===== src/rtl/strip_pkg.sv =====
// Shared constants, state encoding and default strip heights for the strip y map.
package strip_pkg;

    localparam int unsigned DEF_N_STRIPS = 13;
    localparam int unsigned DEF_ID_W     = 4;
    localparam int unsigned DEF_H_W      = 5;
    localparam int unsigned DEF_Y_W      = 8;
    localparam int unsigned DEF_Y_MAX    = 128;

    // Power-on heights for strips 1..13
    localparam int unsigned DEF_HEIGHTS [13] = '{8, 8, 9, 7, 10, 6, 11, 5, 12, 4, 16, 16, 16};

    typedef enum logic [1:0] {
        ST_IDLE  = 2'd0,
        ST_BUILD = 2'd1,
        ST_READY = 2'd2
    } state_t;

    // Default height for a strip ID; IDs outside 1..13 default to 0
    function automatic int unsigned default_height(input int unsigned id);
        if (id >= 1 && id <= 13) begin
            return DEF_HEIGHTS[4'(id - 1)];
        end
        return 0;
    endfunction

endpackage


===== src/rtl/strip_y_builder.sv =====
// Walks strips 1..N_STRIPS, accumulating heights into y bases and flagging overflow.
module strip_y_builder #(
    parameter int unsigned N_STRIPS = 13,
    parameter int unsigned ID_W     = 4,
    parameter int unsigned H_W      = 5,
    parameter int unsigned Y_W      = 8,
    parameter int unsigned Y_MAX    = 128
) (
    input  logic            i_clk,
    input  logic            i_rst_n,
    input  logic            i_start,
    input  logic            i_step,
    input  logic [H_W-1:0]  i_h,
    output logic [ID_W-1:0] o_idx,
    output logic [Y_W:0]    o_acc,
    output logic            o_ovf_c,
    output logic            o_last_c
);

    localparam int unsigned ACC_W = Y_W + 1;
    localparam int unsigned SUM_W = ACC_W + 1;

    logic [ID_W-1:0]  r_idx;
    logic [ACC_W-1:0] r_acc;
    logic [SUM_W-1:0] w_sum;

    // One extra bit so saturation and the overflow compare see the true sum
    assign w_sum    = {1'b0, r_acc} + SUM_W'(i_h);
    assign o_ovf_c  = w_sum > SUM_W'(Y_MAX);
    assign o_last_c = r_idx == ID_W'(N_STRIPS);
    assign o_idx    = r_idx;
    assign o_acc    = r_acc;

    // Strip counter and saturating accumulator
    always_ff @(posedge i_clk or negedge i_rst_n) begin
        if (!i_rst_n) begin
            r_idx <= '0;
            r_acc <= '0;
        end else if (i_start) begin
            r_idx <= ID_W'(1);
            r_acc <= '0;
        end else if (i_step) begin
            r_idx <= r_idx + ID_W'(1);
            r_acc <= w_sum[ACC_W] ? '1 : w_sum[ACC_W-1:0];
        end
    end

endmodule


===== src/rtl/strip_y_map.sv =====
// Strip height/y-base tables with auto-build FSM and a registered lookup port.
module strip_y_map
    import strip_pkg::*;
#(
    parameter int unsigned N_STRIPS = DEF_N_STRIPS,
    parameter int unsigned ID_W     = DEF_ID_W,
    parameter int unsigned H_W      = DEF_H_W,
    parameter int unsigned Y_W      = DEF_Y_W,
    parameter int unsigned Y_MAX    = DEF_Y_MAX
) (
    input  logic            clk_i,
    input  logic            rst_n_i,
    input  logic            cfg_we_i,
    input  logic [ID_W-1:0] cfg_id_i,
    input  logic [H_W-1:0]  cfg_h_i,
    input  logic            build_i,
    output logic            busy_o,
    output logic            table_ok_o,
    output logic            ovf_o,
    input  logic            req_valid_i,
    output logic            req_ready_o,
    input  logic [ID_W-1:0] req_id_i,
    output logic            resp_valid_o,
    input  logic            resp_ready_i,
    output logic [Y_W-1:0]  resp_y_o,
    output logic            resp_err_o
);

    localparam int unsigned N_ENT = 1 << ID_W;

    state_t          r_state;
    state_t          w_state_nxt;
    logic            r_boot;
    logic            r_busy;
    logic            r_table_ok;
    logic            r_ovf;
    logic            w_bld_start;
    logic            w_bld_step;
    logic            w_cfg_hit;
    logic            w_req_fire;
    logic            w_req_ok;
    logic [ID_W-1:0] w_bld_idx;
    logic [Y_W:0]    w_bld_acc;
    logic            w_bld_ovf;
    logic            w_bld_last;

    logic [H_W-1:0]   r_h [N_ENT];
    logic [Y_W-1:0]   r_y [N_ENT];
    logic [N_ENT-1:0] r_ovft;

    logic            r_resp_valid;
    logic [Y_W-1:0]  r_resp_y;
    logic            r_resp_err;

    assign w_cfg_hit  = cfg_we_i && (r_state != ST_BUILD) &&
                        (cfg_id_i != '0) && (cfg_id_i <= ID_W'(N_STRIPS));
    assign w_bld_step = r_state == ST_BUILD;

    strip_y_builder #(
        .N_STRIPS (N_STRIPS),
        .ID_W     (ID_W),
        .H_W      (H_W),
        .Y_W      (Y_W),
        .Y_MAX    (Y_MAX)
    ) u_builder (
        .i_clk    (clk_i),
        .i_rst_n  (rst_n_i),
        .i_start  (w_bld_start),
        .i_step   (w_bld_step),
        .i_h      (r_h[w_bld_idx]),
        .o_idx    (w_bld_idx),
        .o_acc    (w_bld_acc),
        .o_ovf_c  (w_bld_ovf),
        .o_last_c (w_bld_last)
    );

    // Next-state: boot or build request starts a build; a cfg write invalidates READY
    always_comb begin
        w_state_nxt = r_state;
        w_bld_start = 1'b0;
        case (r_state)
            ST_IDLE: begin
                if (r_boot || build_i) begin
                    w_state_nxt = ST_BUILD;
                    w_bld_start = 1'b1;
                end
            end
            ST_BUILD: begin
                if (w_bld_last) begin
                    w_state_nxt = ST_READY;
                end
            end
            ST_READY: begin
                if (build_i) begin
                    w_state_nxt = ST_BUILD;
                    w_bld_start = 1'b1;
                end else if (w_cfg_hit) begin
                    w_state_nxt = ST_IDLE;
                end
            end
            default: w_state_nxt = ST_IDLE;
        endcase
    end

    // State register plus registered status flags
    always_ff @(posedge clk_i or negedge rst_n_i) begin
        if (!rst_n_i) begin
            r_state    <= ST_IDLE;
            r_boot     <= 1'b1;
            r_busy     <= 1'b0;
            r_table_ok <= 1'b0;
        end else begin
            r_state    <= w_state_nxt;
            r_busy     <= w_state_nxt == ST_BUILD;
            r_table_ok <= w_state_nxt == ST_READY;
            if (w_bld_start) begin
                r_boot <= 1'b0;
            end
        end
    end

    // Height table: defaults at reset, cfg writes outside BUILD
    always_ff @(posedge clk_i or negedge rst_n_i) begin
        if (!rst_n_i) begin
            for (int unsigned k = 0; k < N_ENT; k++) begin
                r_h[k] <= (k >= 1 && k <= N_STRIPS) ? H_W'(default_height(k)) : '0;
            end
        end else if (w_cfg_hit) begin
            r_h[cfg_id_i] <= cfg_h_i;
        end
    end

    // y table and per-strip overflow bits filled one strip per BUILD cycle
    always_ff @(posedge clk_i or negedge rst_n_i) begin
        if (!rst_n_i) begin
            for (int unsigned k = 0; k < N_ENT; k++) begin
                r_y[k] <= '0;
            end
            r_ovft <= '0;
        end else if (w_bld_step) begin
            r_y[w_bld_idx]    <= Y_W'(w_bld_acc);
            r_ovft[w_bld_idx] <= w_bld_ovf;
        end
    end

    // Sticky overflow summary, cleared when a build starts
    always_ff @(posedge clk_i or negedge rst_n_i) begin
        if (!rst_n_i) begin
            r_ovf <= 1'b0;
        end else if (w_bld_start) begin
            r_ovf <= 1'b0;
        end else if (w_bld_step && w_bld_ovf) begin
            r_ovf <= 1'b1;
        end
    end

    assign w_req_ok    = (req_id_i != '0) && (req_id_i <= ID_W'(N_STRIPS)) && !r_ovft[req_id_i];
    assign req_ready_o = r_table_ok && (!r_resp_valid || resp_ready_i);
    assign w_req_fire  = req_valid_i && req_ready_o;

    // One-deep response buffer; holds while the consumer stalls
    always_ff @(posedge clk_i or negedge rst_n_i) begin
        if (!rst_n_i) begin
            r_resp_valid <= 1'b0;
            r_resp_y     <= '0;
            r_resp_err   <= 1'b0;
        end else if (w_req_fire) begin
            r_resp_valid <= 1'b1;
            r_resp_err   <= !w_req_ok;
            r_resp_y     <= w_req_ok ? r_y[req_id_i] : '0;
        end else if (resp_ready_i) begin
            r_resp_valid <= 1'b0;
        end
    end

    assign busy_o       = r_busy;
    assign table_ok_o   = r_table_ok;
    assign ovf_o        = r_ovf;
    assign resp_valid_o = r_resp_valid;
    assign resp_y_o     = r_resp_y;
    assign resp_err_o   = r_resp_err;

endmodule


===== config.mk =====
export PLATFORM = sky130hd
export DESIGN_NAME = strip_y_map
export DESIGN_NICKNAME = d
export VERILOG_FILES = /design/src/rtl/strip_pkg.sv /design/src/rtl/strip_y_builder.sv /design/src/rtl/strip_y_map.sv
export SDC_FILE = /design/constraint.sdc
export NUM_CORES = 1
export LEC_CHECK = 0
export BUFFER_PORTS_ARGS = -buffer_cell sky130_fd_sc_hd__buf_2
export CAP_MARGIN = 15
export CORE_MARGIN = 2
export CORE_UTILIZATION = 25
export DETAILED_ROUTE_END_ITERATION = 6
export PLACE_DENSITY = 0.41
export REMOVE_ABC_BUFFERS = 1
export SLEW_MARGIN = 20
export SYNTH_ARGS = -nofsm -noshare
export SYNTH_HDL_FRONTEND = slang
export SYNTH_SLANG_ARGS = --single-unit

===== constraint.sdc =====
create_clock -name clk_i -period 9.7 [get_ports clk_i]
set_input_delay 0.97 -clock clk_i [delete_from_list [all_inputs] [get_ports clk_i]]
set_output_delay 0.97 -clock clk_i [all_outputs]
set_load 0.02 [all_outputs]

[Yosys cells after proc, flatten, opt, wreduce, memory -nomap -nowiden]
Index checks and enable logic that the tools add are counted.
W data, S select, Z words.
Storage, ports and cells
  logic and storage cells: 122
  flip-flop bits (word level): 253
  bits of input ports: 19
  bits in latches: 0
  memories kept: 0
  output and inout port bits: 14
  memory bits (writable): 0
  bits in read-only memories: 0
Operators by class
  $add $sub $neg: 2
  bitwise operators: 3
  muxes and demuxes: 35
  $lt $le $gt $ge: 11
  reduce and logical (&&, ||, !) cells: 22
  shift-type cells: 0
  eq/ne operators: 6
  div/mod/pow operators: 0
  $mul: 0
Operators by type and width (count)
  $bwmux W128: 1
  $bwmux W80: 1
  $bmux W8 S4: 1
  $demux W8 S4: 1
  $mux W8: 4
  $mux W9: 3
  $bmux W5 S4: 1
  $demux W5 S4: 1
  $bwmux W16: 1
  $ge A5 B5 Y1 const B: 3
  $mux W5: 3
  $not A4 Y5: 3
  $logic_and A1 B1 Y1: 11
  $add A9 B5 Y10: 1
  $gt A10 B8 Y1 const B: 1
  $lt A4 B5 Y1 const B: 2
  $lt A5 B1 Y1 const B: 2
  $le A4 B4 Y1 const B: 2
  $mux W1: 8
  $mux W2: 4
  $mux W4: 2
  $reduce_bool A4 Y1: 2
  $pmux W2 S3: 1
  $reduce_bool A2 Y1: 3
  12 further kinds: 17

[Depth between registers and ports, before layout]
  depth after elaboration: 9
  gate-level depth with buffers: 14
  depth with buffers taken out: 11

[Modules after synthesis]
From an unflattened synthesis, not the netlist that was laid out.
Unflattened totals
  cell total of the unflattened synthesis: 785
  area total of the unflattened synthesis: 11835.1 µm²
By module, submodules not included
  strip_y_map: times used 1, area an instance 10796.6 µm², cells an instance 669
  strip_y_builder: times used 1, area an instance 1038.5 µm², cells an instance 116

[Worst setup path after synthesis]
No wires, ideal clock.
  kind: reg-to-reg
  start: register u_builder.r_idx[0] (netlist: u_builder.o_idx[0])
  end: register r_ovft[10]
  slack: 6.092 ns
  stages on the path, launching flop included: 15
  period minus slack after synthesis: 3.608 ns
  setup time: 0.124 ns
  arrival time: 3.485 ns
  required time: 9.576 ns
  cells stage by stage: dfrtp_1 clkbuf_1 buf_2 mux4_2 mux4_2 ha_1 inv_1 fa_1 nor2b_1 o22a_1 xnor2_1 o2111ai_2 buf_2 o211ai_1 nand2_1
Between the ends
  word-level cells in the longest chain between the ends: 7
  elaborated cells on any way between the ends: 12
  classes of those cells: 1 x add/sub; 3 x order compare; 6 x mux; 1 x bitwise; 1 x reduce/logical
RTL lines
  start: declaration: RTL line strip_y_builder.sv:23  | logic [ID_W-1:0] r_idx;
  start signal: assignment: RTL line strip_y_builder.sv:43  | r_idx <= r_idx + ID_W'(1);
  $not A4 Y5 (not written as such): RTL line strip_y_map.sv:70  | .i_h (r_h[w_bld_idx]),
  $bmux W5 S4: RTL line strip_y_map.sv:70
  $mux W5 (not written as such) (2 in series): RTL line strip_y_map.sv:70
  $add A9 B5 Y10: RTL line strip_y_builder.sv:28  | assign w_sum = {1'b0, r_acc} + SUM_W'(i_h);
  $gt A10 B8 Y1: RTL line strip_y_builder.sv:29  | assign o_ovf_c = w_sum > SUM_W'(Y_MAX);
  $bwmux W16 *: RTL line strip_y_map.sv:142  | r_ovft[w_bld_idx] <= w_bld_ovf;
  end signal: indexed assignment: RTL line strip_y_map.sv:142
  end: declaration: RTL line strip_y_map.sv:49  | logic [N_ENT-1:0] r_ovft;
Every way passes the cells marked *; elsewhere a longest branch is shown, timed or not. The select of a mux whose other input is x is not followed.
A chain may end at the register's enable or synchronous reset.

[Worst setup path in the final report]
  start: register u_builder.r_idx[0] (netlist: u_builder.o_idx[0])
  end: register r_ovft[11]
Same word-level chain as after synthesis.

==> impl_metrics.csv <==
group,metric,value,unit
final_layout,diodes,0,
setup_path,end_kind,"flip-flop",
timing,rsz0062_at_grt,"no",
final_layout,synthToLayoutAreaGrowth,14.0,%
yosys,mappedNetlistArea,11700,sq um
clocking,insertion_delay,0.56,ns
routing,drc,0,
yosys,synth_top_family_by_area,"multiplexers",
job,max-cap-violations,0,
yosys,synth_edf_count,0,
timing,fmax,239,MHz
timing,fin_setup_tns,0,ns
final_layout,mostFrequentLayoutCell,"dfrtp_1",
floorplanning,dieArea,48600,sq um
setup_path,startpoint_type,"flip-flop",
timing,final-setup-viol-count,0,
clocking,post_cts_buffers,0,
routing,wl_per_cell,20.6,um
yosys,synth-compound-area-share,5.11,%
routing,drt_iter0_markers,362,
yosys,synth_area_leaders,"dfrtp_1, mux2_2, mux4_2",
power_and_ir_drop,p_leak,5.82,nW
clocking,clk_pin_slew,0.06,ns
routing,firstDrtPassIters,4,
clocking,ctsLongestPathBuffers,3,
setup_path,required,10.18,ns
final_layout,fillers,4682,
timing,hold_violations,0,
final_layout,final_area,13400,sq um
global_route,grtUsageTotal,13.0,%
clocking,holdBufCountCts,0,
yosys,avgSynthCellArea,14.3,sq um
yosys,synth-xor-area-share,0.448,%
yosys,yosys.area_share.adder,1.13,%
clocking,h-tree-depth,1,
placed_design,port_buffers,32,
routing,wl,29.9,mm
floorplanning,rows,79,
routing,vias,6713,
placed_design,post_dp_cell_area,12400,sq um
yosys,syn_inst,820,
yosys,synth_ff_type,"dfrtp_1",
timing,skew,0.0148,ns
run_status,status,"complete, no violations",
final_layout,final_cell_mix,"dfrtp_1, mux2_2, mux4_2",
routing,final_antenna_net_count,0,
final_layout,regArea,6280,sq um
yosys,yosysTopAreaCellShare,48.5,%
timing,maxSlewViolCount,0,
placed_design,place_hpwl,18.6,mm
yosys,ys_warn_count,0,
global_route,grt_pass1_vias,7440,
clocking,cts_buffers,29,
yosys,async_flop_share,100,%
floorplanning,core,46500,sq um
placed_design,gp_congestion,0.740,
final_layout,nNetsFinal,852,
floorplanning,die_width,221,um
setup_path,worstSetupPathType,"reg2reg",
routing,drt-vias-per-instance,4.63,
setup_path,critical_path.max_fanout,17,
min_path,hold_class,"reg2reg",
floorplanning,die_h,221,um
yosys,ys_seq_area_share,53.6,%
final_layout,multi_input_area,5100,sq um
global_route,grt_pass1_wl,47.6,mm
global_route,grt_max_degree,144,
timing,min_period,4.18,ns
yosys,ys_ff_latch,250,
power_and_ir_drop,ir_worst_vdd,0.141,mV
yosys,yosysTopAreaCell,"dfrtp_1",
final_layout,drive_above_1_share,39.0,%
clocking,root_buffer,"clkbuf_16",
setup_path,worstPathArrival,4.66,ns
clocking,tritoncts,"built",
power_and_ir_drop,p_total,4.12,mW
clocking,cts_resized,0,
yosys,synthSimpleGateAreaFrac,5.32,%
global_route,antenna_found_initial,0,
timing,worst_slew_pin_slew,1.03,ns
power_and_ir_drop,p_per_area,308,nW/um^2
clocking,cts.sink_count,250,
floorplanning,initial_core_util,25.2,%
yosys,muxShareOfSynthArea,31.3,%
floorplanning,num_io_pins,33,
global_route,grt_overflow,0,
yosys,synth_cell_types,53,
timing,slew_headroom,31.3,%
timing,timing.final.crit_share,43.1,%
## cell usage after synthesis, types with 7 or more instances
master and instances:
clkbuf_1 43, a21o_1 10, mux2_1 36, nand3_1 12, a2111oi_1 7, dfrtp_1 227, buf_2 15, a21oi_1 14
mux4_2 54, nor2_2 11, mux2i_1 23, nor2b_1 13, o21ai_0 13, a211oi_1 11, nand2_1 44, inv_1 12
dfstp_2 23, o211ai_1 14, nor2_1 10, mux2_2 150, ha_1 9
## kinds of logic (layout without fill, tap and decap cells)
group | count (synthesis) | after routing
flip-flops | 250 | 250
adder cells (fa/ha/maj) | 10 | 10
AND/OR/NAND/NOR | 121 | 121
XOR/XNOR | 6 | 6
multiplexers | 268 | 268
buffers and inverters | 80 | 104
AO/OA/AOI/OAI | 85 | 85
## metal layers
metal	GRT usage, %	vias to the layer above	wire, um
li1	-	3036	-
met1	18.1	3531	14300
met3	1.83	49	810
met5	0	-	0
met2	21.3	97	14100
met4	3.04	0	705
## worst max-delay path: stages (launching register included)
cell      delay (ns)
dfrtp_1         0.70
buf_4           0.40
mux4_2          0.55
mux4_2          0.48
ha_1            0.34
nor2b_1         0.16
o22a_1          0.23
o2111a_1        0.16
nor3_2          0.78
mux2i_1         0.17
nand2_1         0.12
## worst paths after layout
| kind | startpoint | end | slack [ns] | cells past startpoint |
|---|---|---|---|---|
| hold / removal | r_h[1]$_DFFE_PN0P_ | r_h[1]$_DFFE_PN0P_ | 0.37 | 0 |
| max in group asynchronous | rst_n_i | r_ovft[13]$_DFFE_PN0P_ | 7.84 | 2 |
| min in group asynchronous | rst_n_i | r_y[108]$_DFFE_PN0P_ | 0.47 | 1 |
| hold reg to reg | r_h[1]$_DFFE_PN0P_ | r_h[1]$_DFFE_PN0P_ | 0.37 | 0 |
| setup / recovery | u_builder.o_idx[0]$_DFFE_PN0P_ | r_ovft[11]$_DFFE_PN0P_ | 5.52 | 10 |
| setup reg to reg | u_builder.o_idx[0]$_DFFE_PN0P_ | r_ovft[11]$_DFFE_PN0P_ | 5.52 | 10 |
## metrics by stage
stage | hold slack [ns] | setup slack, ns | cells | utilization, %
3_5_place_dp | 0.363 | 5.44 | 1399 | 26.7
4_1_cts | 0.376 | 5.44 | 1451 | 28.7
6_report | 0.372 | 5.52 | 1451 | 28.8
3_3_place_gp | 0.364 | 5.49 | 1399 | 26.7
2_1_floorplan | 0.349 | 5.89 | 753 | -
5_1_grt | 0.390 | 5.13 | 1451 | 28.8
## power breakdown
part	switching, mW	internal [mW]	leakage (nW)
clock network	0.442	0.652	0.457
logic	0.588	0.664	2.21
registers	0.318	1.45	3.16
## flip-flops by register name, summed over array words and instances (netlist names), 2 cells and up
signal,flops
r_y,128
r_h,80
r_ovft,13
u_builder.o_acc,9
resp_y_o,8
u_builder.o_idx,4
r_state,2
## cell type report
| cell class | instances | share of cell area, % |
|---|---|---|
| Clock buffer | 42 | 6.02 |
| Tap cell | 607 | 5.68 |
| Clock inverter | 10 | 0.983 |
| Inverter | 13 | 0.365 |
| Sequential cell | 250 | 47.0 |
| Multi-Input combinational cell | 490 | 38.1 |
| Timing Repair Buffer | 39 | 1.76 |
(Power assumes the default switching activity.)
